### config.mk
export PLATFORM = sky130hd
export DESIGN_NAME = shift8_seq
export DESIGN_NICKNAME = d
export VERILOG_FILES = /design/src/rtl/shift8_seq.sv
export SDC_FILE = /design/constraint.sdc
export NUM_CORES = 1
export LEC_CHECK = 0
export ABC_AREA = 1
export CAP_MARGIN = 20
export CORE_UTILIZATION = 40
export DETAILED_ROUTE_END_ITERATION = 6
export DONT_BUFFER_PORTS = 1
export PLACE_DENSITY_LB_ADDON = 0.1
export SYNTH_ARGS = -nofsm -noshare
export SYNTH_HDL_FRONTEND = slang
export SYNTH_SLANG_ARGS = --single-unit
### constraint.sdc
create_clock -name clk -period 2.31 [get_ports clk]
set_clock_uncertainty 0.05 [all_clocks]
set_input_delay 0.462 -clock clk [delete_from_list [all_inputs] [get_ports clk]]
set_output_delay 0.462 -clock clk [all_outputs]
set_load 0.02 [all_outputs]
### src/rtl/shift8_seq.sv
// rtl/shift8_seq.sv - sequential 8-bit shifter: shifts 0..7 positions in steps of up to 3 per clock
module shift8_seq #(
    parameter int WIDTH    = 8,
    parameter int STEP_MAX = 3
) (
    input  logic             clk,
    input  logic             reset_n,
    input  logic             start,
    input  logic [1:0]       op,
    input  logic [WIDTH-1:0] d_in,
    input  logic [2:0]       shamt,
    output logic             busy,
    output logic             done,
    output logic [WIDTH-1:0] d_out
);

    typedef enum logic [1:0] {
        S_IDLE,
        S_SHIFT,
        S_DONE
    } state_t;

    localparam logic [2:0] STEP_MAX_V = 3'(STEP_MAX);

    state_t           state_q, state_d;
    logic [WIDTH-1:0] work_q, work_d;
    logic [2:0]       remain_q, remain_d;
    logic [1:0]       op_q, op_d;
    logic [WIDTH-1:0] d_out_q, d_out_d;

    logic [1:0]       step;
    logic [2:0]       remain_next;
    logic [WIDTH-1:0] shifted;

    // One combinational step of 0..3 positions; ROR takes the low half of a doubled word.
    function automatic logic [WIDTH-1:0] step_shift(
        input logic [WIDTH-1:0] w,
        input logic [1:0]       o,
        input logic [1:0]       k
    );
        logic [2*WIDTH-1:0] rot;
        rot = {w, w} >> k;
        case (o)
            2'b00:   return w << k;
            2'b01:   return w >> k;
            2'b10:   return $unsigned($signed(w) >>> k);
            default: return rot[WIDTH-1:0];
        endcase
    endfunction

    always_comb begin
        state_d     = state_q;
        work_d      = work_q;
        remain_d    = remain_q;
        op_d        = op_q;
        d_out_d     = d_out_q;
        step        = (remain_q >= STEP_MAX_V) ? STEP_MAX_V[1:0] : remain_q[1:0];
        remain_next = remain_q - {1'b0, step};
        shifted     = step_shift(work_q, op_q, step);

        case (state_q)
            S_IDLE, S_DONE: begin
                state_d = S_IDLE;
                if (start) begin
                    work_d   = d_in;
                    remain_d = shamt;
                    op_d     = op;
                    if (shamt == 3'd0) begin
                        // Zero shift: the operand is the result, published on this edge.
                        state_d = S_DONE;
                        d_out_d = d_in;
                    end else begin
                        state_d = S_SHIFT;
                    end
                end
            end
            S_SHIFT: begin
                work_d   = shifted;
                remain_d = remain_next;
                if (remain_next == 3'd0) begin
                    state_d = S_DONE;
                    d_out_d = shifted;
                end
            end
            default: state_d = S_IDLE;
        endcase
    end

    always_ff @(posedge clk or negedge reset_n) begin
        if (!reset_n) begin
            state_q  <= S_IDLE;
            work_q   <= '0;
            remain_q <= '0;
            op_q     <= '0;
            d_out_q  <= '0;
        end else begin
            state_q  <= state_d;
            work_q   <= work_d;
            remain_q <= remain_d;
            op_q     <= op_d;
            d_out_q  <= d_out_d;
        end
    end

    assign busy  = (state_q != S_IDLE);
    assign done  = (state_q == S_DONE);
    assign d_out = d_out_q;

endmodule

==> impl_metrics.py <==
metrics = {
    "worst_setup_path": {
        "critical-path-max-stage-delay_ps": 420,
        "crit_path_start_kind": "register",
        "criticalPathCategory": "reg -> reg",
        "path_max_fanout": 11,
        "end_kind": "register",
        "arrival_ps": 2140,
        "crit_required_ps": 2410,
        "r2r_end": "d_out[5]$_DFFE_PN0P_",
        "rrSetupSlack_ps": 270,
        "crit_top_cell": "nand2_1",
        "path_buf_inv": 1,
        "reg2reg_from": "remain_q[0]$_DFFE_PN0P_",
        "cpLargestDelayFamily": "simple AND/OR/NAND/NOR gates",
        "r2r_cells": 11,
        "slowest_stage": "dfrtp_1",
        "crit_chain": "nand2_1, nand2_1, nand2_1, ha_1, or2_0, nand3_2, o21ai_2, a21oi_4, inv_1, nand2_1, nand2_1",
    },
    "clocking": {
        "numCtsBuffers": 3,
        "clk_path_buf_depth": 2,
        "clk_pin_slew_ps": 80,
        "clock_latency_ps": 260,
        "htreeDepth": 1,
        "cts_tree": "done",
        "ctsResizeCount": 0,
        "cts.sinks": 23,
        "cts_root_buf": "clkbuf_8",
    },
    "floorplan": {
        "io-pin-count": 26,
        "dieArea_mm2": 0.00420,
        "coreArea_mm2": 0.00372,
        "row_count": 22,
        "die_h_um": 64.8,
        "initial_utilization_pct": 42.4,
        "dieWidth_um": 64.8,
    },
    "timing": {
        "min_period_over_period_pct": 88.1,
        "worst_pin_slew_ps": 571,
        "fin_tns_setup_ps": 0,
        "final_hold_viol_count": 0,
        "drv_slew": 0,
        "final.min_clock_period_ps": 2040,
        "fin_ws_ps": 275,
        "rsz0062_at_grt": "false",
        "setup_viol_count_final": 0,
        "clock.fmax_mhz": 491,
        "max_slew_margin_pct": 61.8,
    },
    "synth": {
        "synth_edf_count": 0,
        "ys_ff_latch": 23,
        "ys_top_cells_by_area": "dfrtp_1 37%, nand2_1 25%, nand3_1 9.5%",
        "yosysTopAreaCell": "dfrtp_1",
        "netlist_area_mm2": 0.00158,
        "syn_area_per_cell_um2": 6.77,
        "synth.distinct_cells": 30,
        "synth_top_area_share_pct": 36.5,
        "synth-main-ff-cell": "dfrtp_1",
        "yosysWarnings": 0,
        "ys_seq_area_share_pct": 36.5,
        "async_flop_share_pct": 100,
        "synth_nets": 250,
        "netlist_instances": 233,
    },
    "hold_path": {
        "hold_path_class": "in -> reg",
        "hp-start": "op[0]",
        "min_to": "op_q[0]$_DFFE_PN0P_",
        "holdPathStages": 2,
    },
    "flow_run": {
        "drv_cap": 0,
    },
    "drt": {
        "routed_wl_um": 3770,
        "first_pass_iters": 4,
        "num_vias": 1449,
        "avgRoutedWirePerCell_um": 13.3,
        "drc_errors": 0,
        "drtIter0Drc": 87,
        "antenna_left": 0,
        "vias_per_cell": 5.12,
    },
    "placed_design": {
        "place.gp.congestion": 0.830,
        "portBuffers": 0,
        "place_ws_ps": 255,
        "dp_hpwl_um": 2870,
    },
    "power": {
        "ir_drop_uv": 765,
        "p_per_area_mw_per_mm2": 1810,
        "leakage_nw": 0.870,
    },
    "final_layout": {
        "diodes": 0,
        "drive_above_1_share_pct": 10.2,
        "num-nets-final": 253,
        "syn2layout_area_growth_pct": 5.24,
    },
    "grt": {
        "grt_use_total_pct": 20.2,
        "grt_first_pass_wirelength_um": 6530,
        "busiest_layer": "met2",
        "overflow": 0,
        "antenna_found_initial": 0,
        "use_met3_pct": 3.35,
        "use_met2_pct": 30.6,
        "grt_pass1_vias": 1383,
        "gr-usage-met1_pct": 29.1,
        "grt_max_degree": 24,
    },
    "outcome": {
        "status": "finished, final reports clean",
    },
}
==> power by group <==
group          internal, mW  switching, mW  leakage (nW)  total, mW
Combinational         0.640           1.26         0.568       1.90
Clock                 0.123          0.124        0.0228      0.247
Sequential            0.616          0.250         0.280      0.866
==> cell type report <==
type / instances / area [um2]
clock buffers: 4 / 45.0
well taps: 48 / 60.1
multi-input cells: 183 / 856
flip-flops and latches: 23 / 576
fillers: 400 / 2060
inverters: 20 / 75.1
repair buffers: 5 / 47.5
==> cell usage after synthesis (3+ instances only) <==
| cell type | n |
|---|---|
| inv_1 | 16 |
| a21oi_1 | 4 |
| inv_2 | 4 |
| or2_2 | 4 |
| nand2_1 | 107 |
| dfrtp_1 | 23 |
| nand3_1 | 30 |
| buf_6 | 3 |
| nor2_1 | 8 |
| buf_4 | 3 |
| o21ai_0 | 8 |
==> repair_timing <==
action                    in CTS  in global routing
hold endpoints to repair      23                  0
hold buffers                   1                  0
setup buffers                  0                  0
==> flip-flops by register name (all words and copies together) (netlist names) <==
signal    flops
state_q       2
d_out         8
op_q          2
remain_q      3
work_q        8
==> worst register-to-register path: stages (launching register included) <==
cell	delay (ps)
dfrtp_1	420
nand2_1	130
nand2_1	70
nand2_1	50
ha_1	200
or2_0	230
nand3_2	80
o21ai_2	80
a21oi_4	290
inv_1	180
nand2_1	90
nand2_1	50
==> worst max path at each step <==
stage / start / endpoint / slack [ps] / cells past startpoint
after floorplan: remain_q[0]$_DFFE_PN0P_ / d_out[0]$_DFFE_PN0P_ / 590 / 11
after global placement: remain_q[0]$_DFFE_PN0P_ / d_out[6]$_DFFE_PN0P_ / 280 / 11
after detailed placement: remain_q[0]$_DFFE_PN0P_ / d_out[5]$_DFFE_PN0P_ / 250 / 11
after CTS: remain_q[0]$_DFFE_PN0P_ / d_out[5]$_DFFE_PN0P_ / 240 / 11
after global routing: remain_q[0]$_DFFE_PN0P_ / d_out[5]$_DFFE_PN0P_ / 50 / 11
final: remain_q[0]$_DFFE_PN0P_ / d_out[5]$_DFFE_PN0P_ / 270 / 11
==> cell families after synthesis <==
kind of cell	synth area share, %
adder cells (fa/ha/maj)	0.794
AND/OR/NAND/NOR	43.5
AO/OA/AOI/OAI	10.0
flip-flops	36.5
buffers and inverters	9.21
==> stage by stage <==
stage	area [um2]	hold WS [ps]	power [mW]	std cells	util, %
after CTS	1640	266	3.03	282	44.2
after global placement	1590	117	2.78	277	42.8
after global routing	1660	265	3.35	283	44.6
final	1660	272	3.01	283	44.6
after detailed placement	1590	117	2.76	277	42.8
after floorplan	1580	116	2.45	233	-
==> per-layer routing <==
layer  up-vias  wire length [um]
met5         -                 0
met4         0                33
met3         4               179
met2        31              1690
met1       662              1870
li1        752                 -
==> placed cells by master, fill, tap and decap left out <==
master	n
nand2_1	107
nand3_1	30
dfrtp_1	23
inv_1	16
nor2_1	8
o21ai_0	8
inv_2	4
or2_2	4
a21oi_1	4
clkbuf_8	3
buf_4	3
nand2_2	2
o211ai_1	2
o21ai_2	2
nand3_2	2
nor2_4	1
nand3_4	1
a31oi_1	1
o22ai_1	1
o221ai_1	1
nor3_1	1
or2_0	1
a21oi_4	1
nand4_1	1
o21a_1	1
o21ai_1	1
a22oi_1	1
o21bai_1	1
ha_1	1
clkbuf_1	1
dlygate4sd3_1	1
buf_8	1
Note: power is estimated with default switching activity, not from simulation.
